<file path="config.mk">
export PLATFORM = sky130hd
export DESIGN_NAME = ray_march_sequencer
export DESIGN_NICKNAME = d
export VERILOG_FILES = /design/src/rtl/ray_pkg.sv /design/src/rtl/ray_march_sequencer.sv
export SDC_FILE = /design/constraint.sdc
export NUM_CORES = 1
export LEC_CHECK = 0
export BUFFER_PORTS_ARGS = -buffer_cell sky130_fd_sc_hd__buf_4
export CAP_MARGIN = 20
export CORE_UTILIZATION = 45
export DETAILED_ROUTE_END_ITERATION = 8
export GPL_ROUTABILITY_DRIVEN = 0
export PLACE_DENSITY = 0.68
export SETUP_SLACK_MARGIN = 0.2
export SLEW_MARGIN = 5
export SYNTH_ARGS = -nofsm -noshare
export SYNTH_HDL_FRONTEND = slang
export SYNTH_SLANG_ARGS = --single-unit
</file>
<file path="constraint.sdc">
create_clock -name Clk -period 6.52 [get_ports Clk]
set_input_delay 1.304 -clock Clk [delete_from_list [all_inputs] [get_ports Clk]]
set_output_delay 1.304 -clock Clk [all_outputs]
set_load 0.01 [all_outputs]
</file>
<file path="src/rtl/ray_pkg.sv">
// ray_pkg
//   Shared types and constants for the ray-march sequencer.
//   state_t : sequencer FSM states
//   COL_*   : RGB444 result colours written into hit_color
//   POS_W   : width of the signed fixed-point march position
package ray_pkg;

    typedef enum logic [2:0] {
        IDLE,
        LATCH,
        REQ,
        STEP,
        DONE
    } state_t;

    localparam logic [11:0] COL_WALL = 12'hF00;
    localparam logic [11:0] COL_MISS = 12'h0F0;
    localparam logic [11:0] COL_OOB  = 12'hFF0;

    // {sign, 10 integer bits, 4 fractional bits}
    localparam int POS_W = 15;

endpackage

</file>
<file path="src/rtl/ray_march_sequencer.sv">
// ray_march_sequencer
//   Per-frame ray-march controller for the player direction overlay. On
//   frame_start it latches the player position and direction vector, then
//   walks a fixed-point point along the vector in vec/2**FRAC_BITS pixel
//   steps, querying the wall map at every point over a req/ack handshake.
//   The terminating point, step index and colour are held on hitX/hitY/
//   hit_steps/hit_color until the next march finishes.
//
// Ports
//   Clk, Reset_n          clock, synchronous active-low reset
//   frame_start           one-cycle start pulse, ignored while busy
//   X, Y                  player centre in pixels (unsigned)
//   x_vec, y_vec          direction vector (two's complement)
//   map_req               tile lookup request
//   map_tile_x/y          tile column/row of the current point
//   map_ack, map_wall     lookup complete / tile is a wall (same cycle)
//   busy                  high whenever the FSM is not IDLE
//   hit_valid             one-cycle pulse while a new result is presented
//   hitX, hitY            integer pixel of the terminating point
//   hit_steps             index of the terminating step
//   hit_color             RGB444 result colour
module ray_march_sequencer
    import ray_pkg::*;
#(
    parameter int FRAC_BITS  = 4,
    parameter int MAX_STEPS  = 16,
    parameter int TILE_SHIFT = 5,
    parameter int SCREEN_W   = 640,
    parameter int SCREEN_H   = 480
) (
    input  logic                           Clk,
    input  logic                           Reset_n,
    input  logic                           frame_start,
    input  logic [9:0]                     X,
    input  logic [9:0]                     Y,
    input  logic [7:0]                     x_vec,
    input  logic [7:0]                     y_vec,
    output logic                           map_req,
    output logic [9-TILE_SHIFT:0]          map_tile_x,
    output logic [9-TILE_SHIFT:0]          map_tile_y,
    input  logic                           map_ack,
    input  logic                           map_wall,
    output logic                           busy,
    output logic                           hit_valid,
    output logic [9:0]                     hitX,
    output logic [9:0]                     hitY,
    output logic [$clog2(MAX_STEPS+1)-1:0] hit_steps,
    output logic [11:0]                    hit_color
);

    localparam int PW     = FRAC_BITS + 11;
    localparam int STEP_W = $clog2(MAX_STEPS + 1);

    localparam logic [9:0]        X_LIM    = 10'(SCREEN_W);
    localparam logic [9:0]        Y_LIM    = 10'(SCREEN_H);
    localparam logic [STEP_W-1:0] LAST_STEP = STEP_W'(MAX_STEPS);

    state_t              state_q, state_d;
    logic [PW-1:0]       pos_x_q, pos_x_d;
    logic [PW-1:0]       pos_y_q, pos_y_d;
    logic [7:0]          vec_x_q, vec_x_d;
    logic [7:0]          vec_y_q, vec_y_d;
    logic [STEP_W-1:0]   step_q, step_d;
    logic [9:0]          hit_x_q, hit_x_d;
    logic [9:0]          hit_y_q, hit_y_d;
    logic [STEP_W-1:0]   hit_steps_q, hit_steps_d;
    logic [11:0]         hit_color_q, hit_color_d;

    logic [9:0]          int_x, int_y;
    logic                oob;
    logic                load_hit;
    logic [11:0]         res_color;

    // Integer pixel of the current point; no saturation, so a negative
    // position shows up as a large value here and is caught by the sign bit.
    assign int_x = pos_x_q[FRAC_BITS+9 -: 10];
    assign int_y = pos_y_q[FRAC_BITS+9 -: 10];

    always_comb begin
        // NOTE: every variable gets a default before the case so no path
        // leaves one unassigned, which would otherwise infer a latch.
        state_d     = state_q;
        pos_x_d     = pos_x_q;
        pos_y_d     = pos_y_q;
        vec_x_d     = vec_x_q;
        vec_y_d     = vec_y_q;
        step_d      = step_q;
        hit_x_d     = hit_x_q;
        hit_y_d     = hit_y_q;
        hit_steps_d = hit_steps_q;
        hit_color_d = hit_color_q;
        map_req     = 1'b0;
        load_hit    = 1'b0;
        res_color   = COL_MISS;

        oob = pos_x_q[PW-1] || pos_y_q[PW-1] || (int_x >= X_LIM) || (int_y >= Y_LIM);

        unique case (state_q)
            IDLE: begin
                if (frame_start) state_d = LATCH;
            end
            LATCH: begin
                pos_x_d = {1'b0, X, {FRAC_BITS{1'b0}}};
                pos_y_d = {1'b0, Y, {FRAC_BITS{1'b0}}};
                vec_x_d = x_vec;
                vec_y_d = y_vec;
                step_d  = '0;
                state_d = REQ;
            end
            REQ: begin
                // An off-screen point terminates without touching the map.
                if (oob) begin
                    load_hit  = 1'b1;
                    res_color = COL_OOB;
                end else begin
                    map_req = 1'b1;
                    if (map_ack) begin
                        if (map_wall) begin
                            load_hit  = 1'b1;
                            res_color = COL_WALL;
                        end else if (step_q == LAST_STEP) begin
                            load_hit  = 1'b1;
                            res_color = COL_MISS;
                        end else begin
                            state_d = STEP;
                        end
                    end
                end
            end
            STEP: begin
                pos_x_d = pos_x_q + {{(PW-8){vec_x_q[7]}}, vec_x_q};
                pos_y_d = pos_y_q + {{(PW-8){vec_y_q[7]}}, vec_y_q};
                step_d  = step_q + STEP_W'(1);
                state_d = REQ;
            end
            DONE: begin
                state_d = IDLE;
            end
            default: begin
                state_d = IDLE;
            end
        endcase

        // Result registers load on the transition into DONE so they are
        // already valid during the hit_valid cycle.
        if (load_hit) begin
            state_d     = DONE;
            hit_x_d     = int_x;
            hit_y_d     = int_y;
            hit_steps_d = step_q;
            hit_color_d = res_color;
        end
    end

    always_ff @(posedge Clk) begin
        // NOTE: non-blocking assignments so every register samples the
        // pre-edge value of the others, independent of statement order.
        if (!Reset_n) begin
            state_q     <= IDLE;
            pos_x_q     <= '0;
            pos_y_q     <= '0;
            vec_x_q     <= '0;
            vec_y_q     <= '0;
            step_q      <= '0;
            hit_x_q     <= '0;
            hit_y_q     <= '0;
            hit_steps_q <= '0;
            hit_color_q <= '0;
        end else begin
            state_q     <= state_d;
            pos_x_q     <= pos_x_d;
            pos_y_q     <= pos_y_d;
            vec_x_q     <= vec_x_d;
            vec_y_q     <= vec_y_d;
            step_q      <= step_d;
            hit_x_q     <= hit_x_d;
            hit_y_q     <= hit_y_d;
            hit_steps_q <= hit_steps_d;
            hit_color_q <= hit_color_d;
        end
    end

    assign map_tile_x = int_x[9:TILE_SHIFT];
    assign map_tile_y = int_y[9:TILE_SHIFT];
    assign busy       = (state_q != IDLE);
    assign hit_valid  = (state_q == DONE);
    assign hitX       = hit_x_q;
    assign hitY       = hit_y_q;
    assign hit_steps  = hit_steps_q;
    assign hit_color  = hit_color_q;

endmodule

</file>
==> results.cfg, run 1 <==
[timing]
slew-limit-headroom = 0.291
period_share = 0.508
worstMarginPinSlew_ns = 1.06
fmax_ghz = 0.302
timing_max_transition_violations_final = 0
report.final.setup_viol = 0
clock_skew_ns = 0.00712
min_tclk_post_route_ns = 3.31
timing.setup.tns_ns = 0
final_hold_viol_count = 0
unrepaired_setup_endpoints_after_global_routing = false

[synth]
syn_area_per_cell_um2 = 8.76
synth_most_common_cell = dfxtp_1
synth_top_area_cell = dfxtp_1
synth_top_cells_by_area = dfxtp_1 36%, ha_1 8.4%, a21oi_1 6.0%
synth_area_um2 = 4460
yosysWarningCount = 0
portion_of_the_post_synthesis_area_used_by_sequential_elements = 0.364
synthesis.instances = 509
synth_async_reset_ratio = 0
post_synth_edffs = 0
synth.top_cells.by_count = 81 x dfxtp_1, 55 x nand2_1, 53 x a21oi_1
synth_largest_type_area_fraction = 0.364
synth_flop_cell = dfxtp_1
ys_ff_latch = 81
post_synth_num_cell_types = 65

[job]
maxCapViolations = 0

[cells_and_area]
area.growth.synth_to_final_pct = 17.2
post_route_cells_drive_above_1_share = 0.213
antenna_cells = 0
layout.nets = 640

[power]
worst_ir_drop_vdd_mv = 0.0966
total_power_uw = 1070
power.static_leakage_uw = 0.00225
power_per_cell_area_nw_per_um2 = 206

[detailed_routing]
drt_first_iter_violations = 226
vias = 3880
avgViaCountPerCell = 5.53
remaining_drc_errors = 0
first_pass_iters = 5
ant_nets = 0
wl_um = 10600
wl_per_cell_um = 15.2

[floorplanning]
dieHeight_um = 102
fp.dieW_um = 102
die-area_um2 = 10300
floorplan.initialDensity = 0.473
placementRows = 35
io_pins = 91
core_outline_area_um2 = 9420

[cts]
clk_root_buffer_cell = clkbuf_8
hold_buffers = 0
post-cts-setup-buffer-count = 0
worst_skew_pair.late_latency_ns = 0.36
cts_resized = 0
cts_inserted_buffers = 9
clkSlewWorstSetupHoldPaths_ns = 0.08
tritoncts = done
cts.sinks = 81
cts.path.max_buffers = 2
htreeDepth = 3

[global_routing]
antenna_found_initial = 0
wire_length_of_the_first_global_routing_pass_um = 17700
global_route.overflow_total = 0
grt_pass1_vias = 3749
grt_max_degree = 45
grt_util_all_layers = 0.220

[setup_path]
kind_of_end_point_of_the_critical_path = primary output
worst-path-max-fanout = 17
critical_path_required_ns = 5.22
critical_path.startpoint_type = flip-flop
timing.critical_path.cells = inv_1 > or3_1 > nor2_1 > buf_4
critical_path.max_stage_delay_ns = 0.79
slowest_cp_cell = dfxtp_1
timing.critical_path.arrival_ns = 2.01
timing.setup.critical_path_class = reg2out

[placement]
dp.final_hpwl_um = 7640
portBuffers = 86

[status]
status = finished clean

[worst_hold_path]
class_of_the_most_critical_hold_timing_path = reg2reg
[per-layer routing]
metal  vias to the layer above  wire length, um  track usage
met5                         -                0            0
met4                         0              228       0.0925
met3                        20              436       0.0311
met2                       117             5050        0.370
met1                      1797             4910        0.283
li1                       1946                -            -
[through the flow]
step                cells  utilization  hold slack, ns  setup WS [ns]  instance area (um2)
finish                701        0.555           0.465           3.21                 5220
global route          701        0.555           0.495           3.04                 5220
CTS                   700        0.553           0.469           3.17                 5210
detailed placement    684        0.534           0.456           3.30                 5030
global placement      684        0.534           0.443           3.38                 5030
floorplan             512            -           0.434           4.03                 4470
[final timing paths]
kind | depth (start not counted) | startpoint | endpoint | slack, ns
hold reg to reg | 2 | vec_x_q[0] | vec_x_q[0] | 0.47
setup reg to reg | 4 | state_q[1] | hitX[9] | 3.96
hold / removal | 2 | vec_x_q[0] | vec_x_q[0] | 0.47
setup / recovery | 4 | state_q[1] | map_req | 3.21
[sequential cells by signal (all words and copies together), names as in the netlist]
| name | flops |
|---|---|
| hitX | 10 |
| hitY | 10 |
| hit_color | 2 |
| hit_steps | 5 |
| pos_x_q | 15 |
| pos_y_q | 15 |
| state_q | 3 |
| step_q | 5 |
| vec_x_q | 8 |
| vec_y_q | 8 |
[critical path, delay by kind of cell (launching register included)]
family	cells	cell delay [ns]
DFF	1	0.79
and+or+nand+nor	2	0.61
buffers and inverters	2	0.26
[where the power goes]
| group | total, uW | switching, uW | internal (uW) |
|---|---|---|---|
| logic | 194 | 108 | 85.6 |
| registers | 539 | 24.7 | 514 |
| clock network | 341 | 200 | 141 |
[area by class of cell]
cell class / instances / area [um2]
Multi-Input combinational cell: 377 / 2550
Timing Repair Buffer: 90 / 683
Sequential cell: 81 / 1620
Clock buffer: 9 / 124
Inverter: 8 / 30.0
Fill cell: 892 / 4190
Clock inverter: 7 / 56.3
Tap cell: 129 / 161
[placed cells by master (no fill, tap or decap), types with 4 or more instances in the layout]
| master | synthesis | final |
|---|---|---|
| a211oi_1 | 5 | 5 |
| a21o_1 | 9 | 9 |
| a21oi_1 | 53 | 53 |
| a22o_1 | 27 | 27 |
| a22oi_1 | 4 | 4 |
| buf_4 | 21 | 89 |
| clkbuf_8 | 2 | 9 |
| clkinvlp_4 | 0 | 4 |
| conb_1 | 1 | 4 |
| dfxtp_1 | 81 | 81 |
| ha_1 | 30 | 30 |
| inv_1 | 7 | 7 |
| mux2i_1 | 13 | 13 |
| nand2_1 | 55 | 55 |
| nand2b_1 | 5 | 5 |
| nand3_1 | 10 | 10 |
| nand4_1 | 10 | 10 |
| nor2_1 | 31 | 31 |
| nor3_1 | 9 | 9 |
| o21ai_0 | 23 | 23 |
| o21bai_1 | 4 | 4 |
| or3_1 | 5 | 5 |
| xnor2_1 | 14 | 14 |
| xor2_1 | 9 | 9 |
[cells by family (layout without fill, tap and decap cells)]
| group | count (synthesis) | after routing | share of synthesized area |
|---|---|---|---|
| adder cells (fa/ha/maj) | 32 | 32 | 0.0932 |
| other | 1 | 4 | 0.000841 |
| AND/OR/NAND/NOR | 149 | 149 | 0.162 |
| flip-flops | 81 | 81 | 0.364 |
| AO/OA/AOI/OAI | 156 | 156 | 0.237 |
| multiplexers | 13 | 13 | 0.0292 |
| buffers and inverters | 54 | 114 | 0.0693 |
| XOR/XNOR | 23 | 23 | 0.0452 |
No activity file was read; power rests on OpenSTA's default activity.
==> inputs of run 2 (changes only) <==
clock period = 3.4 ns   (was 6.52 ns; I/O delays follow)
==> run 2 against run 1 <==
Against the previous run:
- register-to-register slack got worse by 3.0 ns
- highest routed layer unchanged
- combinational power increased by 96%
- non-clock buffer count increased by 3
- sequential cell count unchanged
- sequential share of layout area decreased by 0.34 points
- clock skew increased by 0.0013 ns
- largest cell class unchanged
- final area increased by 1.1%
- largest power group unchanged
- final cell count increased by 0.43%
==> results.cfg, run 2 (synthesized netlist as in run 1, its figures left out) <==
[global_routing]
global_route.overflow_total = 0
wire_length_of_the_first_global_routing_pass_um = 17100
grt_pass1_vias = 3611
antenna_found_initial = 0
grt_max_degree = 41
grt_util_all_layers = 0.212

[detailed_routing]
wl_per_cell_um = 14.9
first_pass_iters = 4
wl_um = 10500
remaining_drc_errors = 0
drt_first_iter_violations = 175
avgViaCountPerCell = 5.47
vias = 3854
ant_nets = 0

[setup_path]
setup.reg_to_reg.worst_slack_ns = 0.94
timing.rr.start = pos_x_q[1]
kind_of_end_point_of_the_critical_path = flip-flop
worst-path-max-fanout = 3
timing.setup.critical_path_class = reg2reg
critical_path_required_ns = 3.66
timing.critical_path.arrival_ns = 2.72
ff2ff_path_depth = 8
rr_endpoint = pos_x_q[11]
critical_path.startpoint_type = flip-flop

[cells_and_area]
area.growth.synth_to_final_pct = 18.5
most-common-layout-cells = 92 x buf_4, 81 x dfxtp_1, 55 x nand2_1
post_route_cells_drive_above_1_share = 0.217
layout_commonest_cell = buf_4
finalNonFillerCells = 704
final_area_um2 = 5280
largest_registers_ranked_by_flip_flop_count = pos_x_q x15, pos_y_q x15
antenna_cells = 0
fillers = 865
layout.nets = 643

[timing]
min_tclk_post_route_ns = 2.46
clock_skew_ns = 0.00837
final_hold_viol_count = 0
timing_max_transition_violations_final = 0
unrepaired_setup_endpoints_after_global_routing = false
period_share = 0.724
worstMarginPinSlew_ns = 0.826
timing.setup.tns_ns = 0
fmax_ghz = 0.406
slew-limit-headroom = 0.449
report.final.setup_viol = 0
hold-worst-slack_ns = 0.463

[cts]
clkSlewWorstSetupHoldPaths_ns = 0.08
htreeDepth = 3
hold_buffers = 0
post-cts-setup-buffer-count = 0
cts_resized = 0
worst_skew_pair.late_latency_ns = 0.36
cts.path.max_buffers = 2
clk_root_buffer_cell = clkbuf_8
cts.sinks = 81
cts_inserted_buffers = 9
tritoncts = done

[floorplanning]
floorplan.initialDensity = 0.473
fp.dieW_um = 102
core_outline_area_um2 = 9420
die-area_um2 = 10300
dieHeight_um = 102
io_pins = 91
placementRows = 35

[power]
power_per_cell_area_nw_per_um2 = 408
worst_ir_drop_vdd_mv = 0.189
power.static_leakage_uw = 0.00229
total_power_uw = 2160

[placement]
dp.cells = 687
dp.final_hpwl_um = 7600
dpl-instance-area_um2 = 5050
portBuffers = 86

[worst_hold_path]
holdPathEnd = vec_x_q[6]
hold_start = vec_x_q[6]
worst_hold_path.num_cells = 2
class_of_the_most_critical_hold_timing_path = reg2reg

[status]
status = finished clean

[job]
maxCapViolations = 0
-- run 2: critical path, cell delays in order (launching register included) --
cell	delay [ns]
dfxtp_1	0.35
ha_1	0.30
a21o_1	0.17
a211oi_1	0.33
o21bai_1	0.19
a311oi_1	0.43
o21ai_1	0.12
xnor2_1	0.15
a2111oi_2	0.34
-- run 2: final cells by class --
class                   instances  area, um2  area share
clock buffers                  12        165      0.0313
clock inverters                 4       50.0     0.00948
inverters                       8       30.0     0.00569
multi-input cells             377       2550       0.482
flip-flops and latches         81       1620       0.307
well taps                     129        161      0.0306
repair buffers                 93        706       0.134
-- run 2: power by group --
part | leakage (uW) | switching [uW] | internal [uW]
logic | 0.00153 | 215 | 166
clock network | 0.000105 | 351 | 398
registers | 0.000657 | 39.7 | 986
-- run 2: worst max path at each step --
| stage | start | end | slack, ns |
|---|---|---|---|
| 2_1_floorplan | pos_x_q[0] | pos_x_q[14] | 1.16 |
| 3_3_place_gp | pos_x_q[0] | pos_x_q[14] | 1.06 |
| 3_5_place_dp | pos_x_q[1] | pos_x_q[11] | 0.99 |
| 4_1_cts | pos_x_q[1] | pos_x_q[11] | 0.96 |
| 5_1_grt | vec_y_q[7] | pos_y_q[14] | 0.73 |
| 6_report | pos_x_q[1] | pos_x_q[11] | 0.94 |
-- run 2: metal layers --
| metal | vias to the layer above | wire length (um) | part of all wire | track usage |
|---|---|---|---|---|
| met5 | - | 0 | 0 | 0 |
| met2 | 115 | 4820 | 0.46 | 0.352 |
| li1 | 1957 | - | - | - |
| met4 | 0 | 170 | 0.016 | 0.0903 |
| met1 | 1769 | 4870 | 0.46 | 0.275 |
| met3 | 13 | 607 | 0.058 | 0.0283 |
-- run 2: through the flow --
step / setup slack [ns] / util
global placement: 1.06 / 0.536
finish: 0.939 / 0.561
CTS: 0.960 / 0.559
detailed placement: 0.988 / 0.536
floorplan: 1.16 / -
global route: 0.732 / 0.561
